<file path="src/rtl/ternary_route_pkg.sv">
// Shared lane enumeration and select-code decode for the ternary mux/router pair.
package ternary_route_pkg;

  localparam int NUM_LANES = 5;

  typedef enum logic [2:0] {
    LANE_A = 3'd0,
    LANE_B = 3'd1,
    LANE_C = 3'd2,
    LANE_D = 3'd3,
    LANE_E = 3'd4
  } lane_e;

  // Same code table as the 5-source nested-ternary mux, so both ends agree on codes.
  function automatic lane_e sel_to_lane(input logic [2:0] sel);
    lane_e lane;
    case (sel)
      3'b111:  lane = LANE_A;
      3'b110:  lane = LANE_B;
      3'b101:  lane = LANE_C;
      3'b100:  lane = LANE_D;
      3'b011:  lane = LANE_E;
      3'b010:  lane = LANE_A;
      3'b001:  lane = LANE_B;
      default: lane = LANE_C;
    endcase
    return lane;
  endfunction

endpackage

</file>
<file path="src/rtl/lane_fifo2.sv">
// Two-entry per-lane FIFO with a registered head word that holds its last value when empty.
module lane_fifo2 #(
  parameter int W     = 8,
  parameter int DEPTH = 2
) (
  input  logic         clk,
  input  logic         rst_n,
  input  logic         push,
  input  logic [W-1:0] push_data,
  input  logic         pop,
  output logic         head_valid,
  output logic [W-1:0] head_data,
  output logic         not_full
);

  logic [W-1:0] mem [2];
  logic         wr_ptr;
  logic         rd_ptr;
  logic [1:0]   count;
  logic [1:0]   count_next;
  logic [W-1:0] head_next;
  logic         push_ok;
  logic         pop_ok;

  assign not_full   = int'(count) < DEPTH;
  assign head_valid = (count != 2'd0);
  assign push_ok    = push && not_full;
  assign pop_ok     = pop && head_valid;

  // The head is kept as its own register so an emptied lane keeps showing its last word.
  always_comb begin
    count_next = count + {1'b0, push_ok} - {1'b0, pop_ok};
    head_next  = head_data;
    if (count_next != 2'd0) begin
      if ((count == 2'd0) || (pop_ok && (count == 2'd1)))
        head_next = push_data;
      else if (pop_ok)
        head_next = mem[~rd_ptr];
    end
  end

  always_ff @(posedge clk or negedge rst_n) begin
    if (!rst_n) begin
      mem[0]    <= '0;
      mem[1]    <= '0;
      wr_ptr    <= 1'b0;
      rd_ptr    <= 1'b0;
      count     <= 2'd0;
      head_data <= '0;
    end else begin
      if (push_ok)
        mem[wr_ptr] <= push_data;
      wr_ptr    <= wr_ptr ^ push_ok;
      rd_ptr    <= rd_ptr ^ pop_ok;
      count     <= count_next;
      head_data <= head_next;
    end
  end

endmodule

</file>
<file path="src/rtl/ternary_route_demux.sv">
// Steers one valid/ready input stream to one of five lane FIFOs using the shared select-code table.
module ternary_route_demux
  import ternary_route_pkg::*;
#(
  parameter int W     = 8,
  parameter int DEPTH = 2
) (
  input  logic                   clk,
  input  logic                   rst_n,
  input  logic                   in_valid,
  output logic                   in_ready,
  input  logic [2:0]             in_sel,
  input  logic [W-1:0]           in_data,
  output logic [NUM_LANES-1:0]   out_valid,
  input  logic [NUM_LANES-1:0]   out_ready,
  output logic [NUM_LANES*W-1:0] out_data,
  output logic                   busy
);

  lane_e                target;
  logic [NUM_LANES-1:0] lane_hit;
  logic [NUM_LANES-1:0] lane_push;
  logic [NUM_LANES-1:0] not_full;

  assign target = sel_to_lane(in_sel);

  // Ready only looks at the addressed lane's occupancy, so it never depends on valid or out_ready.
  always_comb begin
    lane_hit = '0;
    for (int k = 0; k < NUM_LANES; k++)
      lane_hit[k] = (int'(target) == k);
  end

  assign in_ready  = |(lane_hit & not_full);
  assign lane_push = lane_hit & {NUM_LANES{in_valid & in_ready}};
  assign busy      = |out_valid;

  for (genvar k = 0; k < NUM_LANES; k++) begin : g_lane
    lane_fifo2 #(
      .W     (W),
      .DEPTH (DEPTH)
    ) u_lane (
      .clk        (clk),
      .rst_n      (rst_n),
      .push       (lane_push[k]),
      .push_data  (in_data),
      .pop        (out_ready[k]),
      .head_valid (out_valid[k]),
      .head_data  (out_data[k*W +: W]),
      .not_full   (not_full[k])
    );
  end

endmodule
</file>
<file path="config.mk">
export PLATFORM = sky130hd
export DESIGN_NAME = ternary_route_demux
export DESIGN_NICKNAME = d
export VERILOG_FILES = /design/src/rtl/ternary_route_pkg.sv /design/src/rtl/lane_fifo2.sv /design/src/rtl/ternary_route_demux.sv
export SDC_FILE = /design/constraint.sdc
export NUM_CORES = 1
export LEC_CHECK = 0
export CAP_MARGIN = 10
export CORE_MARGIN = 2
export CORE_UTILIZATION = 50
export DETAILED_ROUTE_END_ITERATION = 10
export PLACE_DENSITY = 0.74
export SYNTH_ARGS = -nofsm -noshare
export SYNTH_HDL_FRONTEND = slang
export SYNTH_SLANG_ARGS = --single-unit
export TNS_END_PERCENT = 50
</file>
<file path="constraint.sdc">
create_clock -name clk -period 2.7 [get_ports clk]
set_clock_uncertainty 0.1 [all_clocks]
set_input_delay 0.27 -clock clk [delete_from_list [all_inputs] [get_ports clk]]
set_output_delay 0.27 -clock clk [all_outputs]
set_load 0.02 [all_outputs]
</file>
==> results of run 1 <==
[repair_timing]
action,4_1_cts,5_1_grt
setup endpoints to repair,1,1
hold buffers,1,0
resized for setup,2,1
hold endpoints to repair,61,0
[routing by layer]
layer | up-vias | share of wire, % | GRT usage, %
met3 | 30 | 3.3 | 4.213
met1 | 2276 | 45 | 28.91
li1 | 2089 | - | -
met5 | - | 0 | 0
met2 | 111 | 49 | 33.87
met4 | 0 | 3.1 | 10.49
[flip-flops by register name, summed over array words and instances, names as in the netlist]
signal,count
g_lane.u_lane.wr_ptr,5
g_lane.u_lane.rd_ptr,5
g_lane.u_lane.mem,80
g_lane.u_lane.head_data,40
g_lane.u_lane.count,10
[logic make-up (layout without fill, tap and decap cells)]
logic type	after synthesis	after routing	share of synthesized area, %
adder cells (fa/ha/maj)	10	10	1.805
multiplexers	186	186	29.74
AO/OA/AOI/OAI	44	44	5.180
flip-flops	140	140	50.53
XOR/XNOR	18	18	2.545
buffers and inverters	64	155	3.989
AND/OR/NAND/NOR	81	81	6.208
[area by class of cell]
class                   count  area (sq um)  area share [%]
multi-input cells         339          3153           37.51
clock buffers              24         491.7           5.850
well taps                 180         225.2           2.679
flip-flops and latches    140          3503           41.68
clock inverters             7         40.04          0.4763
repair buffers             94         879.6           10.46
inverters                  30         112.6           1.340
[worst max-delay path: cells and delay by family, from the launching register on]
| family | cells | cell delay [ns] |
|---|---|---|
| buffers and inverters | 1 | 0.18 |
| flip-flops | 1 | 0.39 |
| AND/OR/NAND/NOR | 3 | 1.13 |
[cell usage in the layout, fill, tap and decap left out, types with 6 or more instances in the layout]
cell	netlist	final
buf_4	5	27
clkdlybuf4s50_1	0	63
ha_1	10	10
o32ai_1	8	8
dfrtp_1	140	140
mux2i_1	26	26
clkbuf_16	0	17
nand2_1	9	9
inv_1	30	30
nor2b_1	6	6
mux2_2	160	160
nor2_1	31	31
xnor2_1	12	12
a21oi_1	13	13
and3_1	8	8
a221oi_1	7	7
[per-stage QoR]
stage / cell area (sq um) / worst slack, ns / cells / total power, mW
4_1_cts: 8411 / 0.01989 / 814 / 11.10
2_1_floorplan: 6933 / 0.04549 / 543 / 7.304
3_3_place_gp: 7869 / 0.1279 / 782 / 8.702
6_report: 8406 / 0.2038 / 814 / 10.99
3_5_place_dp: 7869 / 0.1044 / 782 / 8.931
5_1_grt: 8406 / 0.1341 / 814 / 11.70
[final timing paths]
| check | from | end | slack [ns] | cells past startpoint |
|---|---|---|---|---|
| max in group asynchronous | rst_n | g_lane[4].u_lane.mem[5] | 1.44 | 3 |
| hold reg to reg | g_lane[1].u_lane.mem[4] | g_lane[1].u_lane.mem[4] | 0.40 | 1 |
| setup reg to reg | g_lane[4].u_lane.count[1] | g_lane[4].u_lane.head_data[3] | 0.24 | 8 |
| min in group clk | g_lane[1].u_lane.mem[4] | g_lane[1].u_lane.mem[4] | 0.40 | 1 |
| hold / removal | rst_n | g_lane[0].u_lane.rd_ptr | 0.32 | 2 |
| setup / recovery | g_lane[4].u_lane.count[1] | busy | 0.20 | 4 |
[power by group]
group	switching [mW]	total, mW	internal [mW]
logic	2.24	5.05	2.81
registers	0.707	3.85	3.15
clock network	0.832	2.09	1.26
total	3.77	11.0	7.22
==> impl_metrics.csv, run 1 <==
group,metric,value,unit
power,vdd_drop_max,0.6382,mV
worst_setup_path,arrival,2.13,ns
clock_network,htree_levels,4,
clock_network,cts_sinks,140,
global_routing,gr-total-overflow,0,
floorplanning,die_area,14820,sq um
detailed_routing,vias,4506,
sta,fin_setup_tns,0,ns
finish,drive_above_1_share,36.28,%
synth,synth_commonest_cells,"mux2_2, dfrtp_1, nor2_1",
floorplanning,pin_count,66,
finish,syn_to_final_growth,21.24,%
clock_network,clk_latency,0.42,ns
detailed_routing,ant_nets,0,
detailed_routing,drt_pass1_iterations,5,
sta,setup-violations-final,0,
floorplanning,die_h,121.8,um
finish,n_antenna_cell,0,
sta,finalHoldViolCount,0,
worst_setup_path,cp-end-kind,"output pin",
floorplanning,start_util,50.53,%
worst_setup_path,crit_type,"flop to output pin",
worst_setup_path,cp_slowest_stage_delay,0.45,ns
worst_setup_path,worstPathMaxFanout,3,
run_status,status,"completed",
clock_network,cts_tree,"built",
synth,syn_inst,543,
synth,synth_most_common_cell,"mux2_2",
sta,fmax,0.4006,GHz
clock_network,cts_setup_buffers,0,
synth,ys_types,48,
worst_setup_path,cp_data_required_time,2.33,ns
synth,synth_top_cell_by_area,"dfrtp_1",
worst_setup_path,slowest_stage,"or4_1",
clock_network,cts_buffers,17,
clock_network,cts_buffer_depth,2,
power,powerDensity,1308,nW/um^2
placement,dp_hpwl,10050,um
floorplanning,die_w,121.8,um
synth,synth.avg_cell_area,12.77,sq um
sta,worstMarginPinSlew,0.6845,ns
synth,synth_area_leaders,"dfrtp_1, mux2_2, mux2i_1, ha_1, nor2_1",
sta,period_needed,2.496,ns
finish,fill_cells,1078,
detailed_routing,post_drt_wl_per_cell,18.03,um
detailed_routing,post-route-drc-count,0,
global_routing,grt_pass1_vias,4715,
floorplanning,fp-row-count,43,
finish,fin_util,61.27,%
job,drv_cap,0,
sta,drv_slew,0,
worst_setup_path,crit_chain,"or2_2 > or3_1 > or4_1 > clkbuf_2",
worst_setup_path,worstSetupStartpointType,"flop",
synth,synth_nets,572,
synth,ys_warn_count,0,
global_routing,grt_max_degree,64,
placement,place_congestion,0.7996,
global_routing,grt_first_pass_wirelength,24230,um
synth,synth_flop_cell,"dfrtp_1",
detailed_routing,drt_iter0_drc,240,
sta,rsz0062_at_grt,"no",
synth,yosysSeqAreaShare,50.53,%
power,p_leak,3.766,nW
synth,postSynth.asyncResetShare,100.0,%
sta,slew_headroom,54.23,%
finish,final_nets,651,
clock_network,cts.clk_slew.worst_paths,0.06,ns
synth,syn_area,6933,sq um
sta,whs,0.3166,ns
global_routing,track_usage,21.60,%
detailed_routing,via_per_inst,5.536,
placement,io_buffers,65,
floorplanning,core,13720,sq um
clock_network,root_buffer,"clkbuf_16",
global_routing,antenna_found_initial,0,
synth,synth_top_area_share,50.53,%
synth,ys_ff_latch,140,
synth,synth_edf_count,0,
detailed_routing,drt_wl_total,14680,um
min_path,min_path_type,"primary input to async pin",
sta,period_share,92.45,%
Note: power is estimated with default switching activity, not from simulation.
==> inputs of run 2 (changes only) <==
GPL_TIMING_DRIVEN = 0   (was not set)
PLACE_DENSITY = not set   (was 0.74)
PLACE_DENSITY_LB_ADDON = 0.08   (was not set)
==> impl_metrics.csv, run 2 (same netlist as run 1, synthesis figures left out) <==
group,metric,value,unit
run_status,status,"completed",
clock_network,cts_buffer_depth,2,
worst_setup_path,cp_num_buf_inv,4,
finish,drive_above_1_share,35.84,%
finish,fin_util,62.43,%
finish,final_common_cell,"mux2_2",
worst_setup_path,critical-path-top-delay-family,"compound AO/OA/AOI/OAI gates",
floorplanning,start_util,50.53,%
power,vdd_drop_max,0.6503,mV
sta,period_needed,2.608,ns
clock_network,root_buffer,"clkbuf_16",
global_routing,met1_usage,31.30,%
finish,multi_input_area,3226,sq um
finish,final_nets,655,
worst_setup_path,ff2ff_setup_slack,0.09,ns
job,drv_cap,0,
placement,dp_cells,786,
placement,place_congestion,0.8752,
sta,fmax,0.3834,GHz
clock_network,cts_sinks,140,
detailed_routing,post_drt_wl_per_cell,18.97,um
global_routing,gr-total-overflow,0,
placement,io_buffers,62,
sta,rsz0062_at_grt,"no",
finish,layoutNonFillerInstCount,819,
finish,syn_to_final_growth,23.53,%
power,p_leak,3.784,nW
global_routing,antenna_found_initial,0,
global_routing,grt_pass1_vias,4727,
floorplanning,die_h,121.8,um
global_routing,met2_usage,35.75,%
finish,regArea,3507,sq um
power,pwr-share-seq,32.2,%
worst_setup_path,worstRegToRegCells,10,
floorplanning,core,13720,sq um
worst_setup_path,crit_type,"flop to flop",
floorplanning,die_area,14820,sq um
worst_setup_path,cp_data_required_time,2.91,ns
global_routing,grt_max_degree,73,
worst_setup_path,crit_chain,"inv_4 > clkbuf_8 > nand2_2 > and2_4 > ha_1 > o41a_1 > clkbuf_4 > and2_4 > buf_6 > a221oi_1",
finish,reg.largest.list,"g_lane.u_lane.mem: 80 flops, g_lane.u_lane.head_data: 40 flops, g_lane.u_lane.count: 10 flops",
sta,whs,0.3194,ns
clock_network,cts.clk_slew.worst_paths,0.05,ns
sta,period_share,96.60,%
worst_setup_path,worstSetupStartpointType,"flop",
placement,dp_hpwl,10550,um
finish,final_cell_mix,"mux2_2, dfrtp_1, clkdlybuf4s50_1",
finish,n_antenna_cell,0,
power,p_sw,3.879,mW
clock_network,cts_tree,"built",
detailed_routing,via_per_inst,5.473,
worst_setup_path,arrival,2.81,ns
finish,largest_reg_flops,80,
power,swShare,33.48,%
worst_setup_path,cp-end-kind,"flop",
clock_network,clk_latency,0.42,ns
worst_setup_path,cp_slowest_stage_delay,0.43,ns
finish,final_area,8564,sq um
detailed_routing,vias,4482,
worst_setup_path,worstPathMaxFanout,10,
power,powerDensity,1353,nW/um^2
sta,worstMarginPinSlew,1.127,ns
worst_setup_path,crit_top_cell,"and2_4",
placement,place_area,7807,sq um
power,p_clk_share,21.6,%
worst_setup_path,slowest_stage,"dfrtp_2",
global_routing,track_usage,22.72,%
finish,fill_cells,1088,
sta,drv_slew,0,
detailed_routing,drt_pass1_iterations,4,
floorplanning,pin_count,66,
global_routing,grt_first_pass_wirelength,25290,um
power,p_int,7.708,mW
finish,largest-register,"g_lane.u_lane.mem",
detailed_routing,post-route-drc-count,0,
sta,finalHoldViolCount,0,
worst_setup_path,cp_num_cells,10,
floorplanning,die_w,121.8,um
global_routing,gr-usage-met3,4.354,%
clock_network,cts_buffers,17,
worst_setup_path,r2r_end,"g_lane[0].u_lane.head_data[1]",
power,power_frac_comb,46.1,%
clock_network,htree_levels,4,
detailed_routing,drt_wl_total,15540,um
global_routing,top_usage_layer,"met2",
worst_setup_path,r2r-start,"g_lane[0].u_lane.count[1]",
sta,setup-violations-final,0,
detailed_routing,ant_nets,0,
detailed_routing,drt_iter0_drc,222,
sta,slew_headroom,24.84,%
min_path,min_path_type,"primary input to async pin",
floorplanning,fp-row-count,43,
## run 2: how the worst max path moves through the flow
stage                              startpoint                       endpoint  slack, ns
finish              g_lane[0].u_lane.count[1]  g_lane[0].u_lane.head_data[1]       0.09
global route        g_lane[0].u_lane.count[1]  g_lane[0].u_lane.head_data[1]      0.006
CTS                 g_lane[0].u_lane.count[1]  g_lane[0].u_lane.head_data[3]      0.006
detailed placement  g_lane[0].u_lane.count[1]  g_lane[0].u_lane.head_data[2]      -0.36
global placement                        rst_n      g_lane[4].u_lane.count[0]      -4.22
floorplan           g_lane[0].u_lane.count[1]  g_lane[0].u_lane.head_data[0]       0.05
## run 2: metal layers
metal	vias up	part of all wire [%]
met5	-	0
met4	0	2.2
met3	29	2.8
met2	86	48
met1	2277	47
li1	2090	-
## run 2: final cells by class
type,count,share of cell area (%)
Buffer,32,1.987
Clock buffer,26,5.946
Clock inverter,6,1.519
Inverter,30,1.344
Multi-Input combinational cell,339,37.66
Sequential cell,140,40.95
Tap cell,180,2.630
Timing Repair Buffer,66,7.962
## run 2: through the flow
stage	setup WS [ns]	setup TNS, ns	power (mW)
floorplan	0.04549	0	7.304
global placement	-4.219	-593.58	8.658
detailed placement	-0.3597	-5.948	8.867
CTS	0.006268	0	11.53
global route	0.006415	0	12.32
finish	0.09179	0	11.59
## run 2: power groups by stage
stage	Clock, mW	Sequential (mW)	Combinational [mW]
after global placement	0	3.65	5.01
after global routing	2.65	3.86	5.81
final	2.51	3.73	5.35
after detailed placement	0	3.71	5.16
after CTS	2.55	3.73	5.25
after floorplan	0	3.93	3.37
## run 2: repair_timing
item | 4_1_cts | 5_1_grt
endpoints found under the setup margin | 26 | 24
pin swaps | 1 | 0
buffers inserted | 2 | 0
hold endpoints to repair | 68 | 0
hold buffers | 1 | 0
resized for setup | 14 | 11
==> inputs of run 3 (changes only) <==
HOLD_SLACK_MARGIN = 0.12   (was not set)
clock period = 2.79 ns   (was 2.7 ns; I/O delays follow)
==> impl_metrics.csv, run 3 (same netlist as run 1, synthesis figures left out) <==
group,metric,value,unit
finish,largest-register,"g_lane.u_lane.mem",
power,finalPower,11.17,mW
sta,setup-violations-final,0,
power,powerDensity,1307,nW/um^2
floorplanning,pin_count,66,
job,drv_cap,0,
floorplanning,core,13720,sq um
sta,fmax,0.3638,GHz
placement,dp_hpwl,10550,um
sta,slew_headroom,24.97,%
detailed_routing,drt_wl_total,15510,um
worst_setup_path,worstRegToRegCells,10,
floorplanning,fp-row-count,43,
worst_setup_path,r2r-start,"g_lane[0].u_lane.count[1]",
clock_network,clk_latency,0.42,ns
worst_setup_path,cp_data_required_time,2.99,ns
detailed_routing,via_per_inst,5.454,
clock_network,cts_buffer_depth,2,
sta,rsz0062_at_grt,"yes",
floorplanning,die_w,121.8,um
worst_setup_path,worstSetupStartpointType,"flop",
finish,reg.largest.list,"g_lane.u_lane.mem: 80 flops, g_lane.u_lane.head_data: 40 flops, g_lane.u_lane.count: 10 flops",
worst_setup_path,cp_slowest_stage_delay,0.46,ns
detailed_routing,post_drt_wl_per_cell,18.91,um
detailed_routing,vias,4472,
floorplanning,start_util,50.53,%
worst_setup_path,r2r_end,"g_lane[0].u_lane.head_data[1]",
floorplanning,die_area,14820,sq um
worst_setup_path,crit_type,"flop to flop",
finish,drive_above_1_share,35.31,%
finish,n_antenna_cell,0,
worst_setup_path,slowest_stage,"dfrtp_2",
detailed_routing,drt_iter0_drc,212,
clock_network,cts.clk_slew.worst_paths,0.05,ns
global_routing,grt_first_pass_wirelength,25230,um
placement,io_buffers,62,
finish,largest_reg_flops,80,
finish,final_cell_mix,"mux2_2, dfrtp_1, clkdlybuf4s50_1",
sta,drv_slew,0,
finish,final_nets,656,
clock_network,htree_levels,4,
worst_setup_path,arrival,2.95,ns
global_routing,grt_pass1_vias,4723,
global_routing,grt_max_degree,73,
global_routing,track_usage,22.66,%
floorplanning,die_h,121.8,um
worst_setup_path,crit_chain,"inv_4 > clkbuf_8 > nand2_1 > and2_1 > ha_1 > o41a_1 > buf_2 > and2_4 > buf_6 > a221oi_1",
min_path,min_path_type,"primary input to async pin",
sta,worstMarginPinSlew,1.126,ns
run_status,status,"completed",
global_routing,antenna_found_initial,0,
worst_setup_path,worstPathMaxFanout,10,
power,vdd_drop_max,0.6305,mV
clock_network,cts_buffers,17,
sta,finalHoldViolCount,0,
worst_setup_path,ff2ff_setup_slack,0.04,ns
sta,setup_ws,0.04100,ns
clock_network,root_buffer,"clkbuf_16",
finish,syn_to_final_growth,23.21,%
clock_network,cts_tree,"built",
placement,place_congestion,0.8752,
finish,final_common_cell,"mux2_2",
global_routing,gr-total-overflow,0,
worst_setup_path,cp-end-kind,"flop",
detailed_routing,drt_pass1_iterations,4,
worst_setup_path,cp_num_buf_inv,4,
placement,pre_cts_slack,-0.2697,ns
detailed_routing,post-route-drc-count,0,
power,p_leak,3.784,nW
clock_network,cts_sinks,140,
worst_setup_path,critical-path-top-delay-family,"compound AO/OA/AOI/OAI gates",
sta,period_needed,2.749,ns
detailed_routing,ant_nets,0,
sta,period_share,98.53,%
## run 3: power breakdown
part / switching [mW] / internal (mW) / total, mW
combinational: 2.35 / 2.77 / 5.12
sequential: 0.563 / 3.05 / 3.61
clock: 0.819 / 1.61 / 2.43
## run 3: per-layer routing
layer / GRT usage (%) / share of wire [%]
met5: 0 / 0
met2: 35.58 / 47
met3: 4.354 / 3.1
met1: 31.27 / 47
met4: 8.693 / 2.2
## run 3: cell type report
type / count / area [sq um]
flip-flops and latches: 140 / 3506
fillers: 1095 / 5177
well taps: 180 / 225.2
plain buffers: 32 / 167.7
clock inverters: 6 / 130.1
repair buffers: 67 / 689.4
inverters: 30 / 115.1
multi-input cells: 339 / 3199
clock buffers: 26 / 509.2
## run 3: repair_timing
item | CTS | global route
buffers inserted | 1 | 2
endpoints found under the hold margin | 68 | 0
gates resized for setup | 10 | 8
setup endpoints to repair | 25 | 18
pin swaps | 1 | 0
hold buffers | 1 | 0
## run 3: metrics by stage
step / setup TNS [ns] / hold slack, ns / utilization, % / area [sq um] / cells
2_1_floorplan: 0 / -0.1166 / - / 6933 / 543
3_3_place_gp: -579.77 / 0.3827 / 56.70 / 7779 / 785
3_5_place_dp: -2.978 / 0.2331 / 56.91 / 7807 / 786
4_1_cts: 0 / 0.3134 / 61.96 / 8501 / 819
5_1_grt: -0.1312 / 0.3455 / 62.26 / 8542 / 820
6_report: 0 / 0.3285 / 62.26 / 8542 / 820
## run 3: worst max-delay path by stage
stage / start / to / cells after the start
finish: g_lane[0].u_lane.count[1] / g_lane[0].u_lane.head_data[1] / 10
global route: g_lane[0].u_lane.count[1] / g_lane[0].u_lane.head_data[7] / 10
CTS: g_lane[4].u_lane.count[1] / busy / 4
detailed placement: g_lane[0].u_lane.count[1] / g_lane[0].u_lane.head_data[2] / 10
global placement: rst_n / g_lane[4].u_lane.count[0] / 1
floorplan: g_lane[0].u_lane.count[1] / g_lane[0].u_lane.head_data[0] / 10
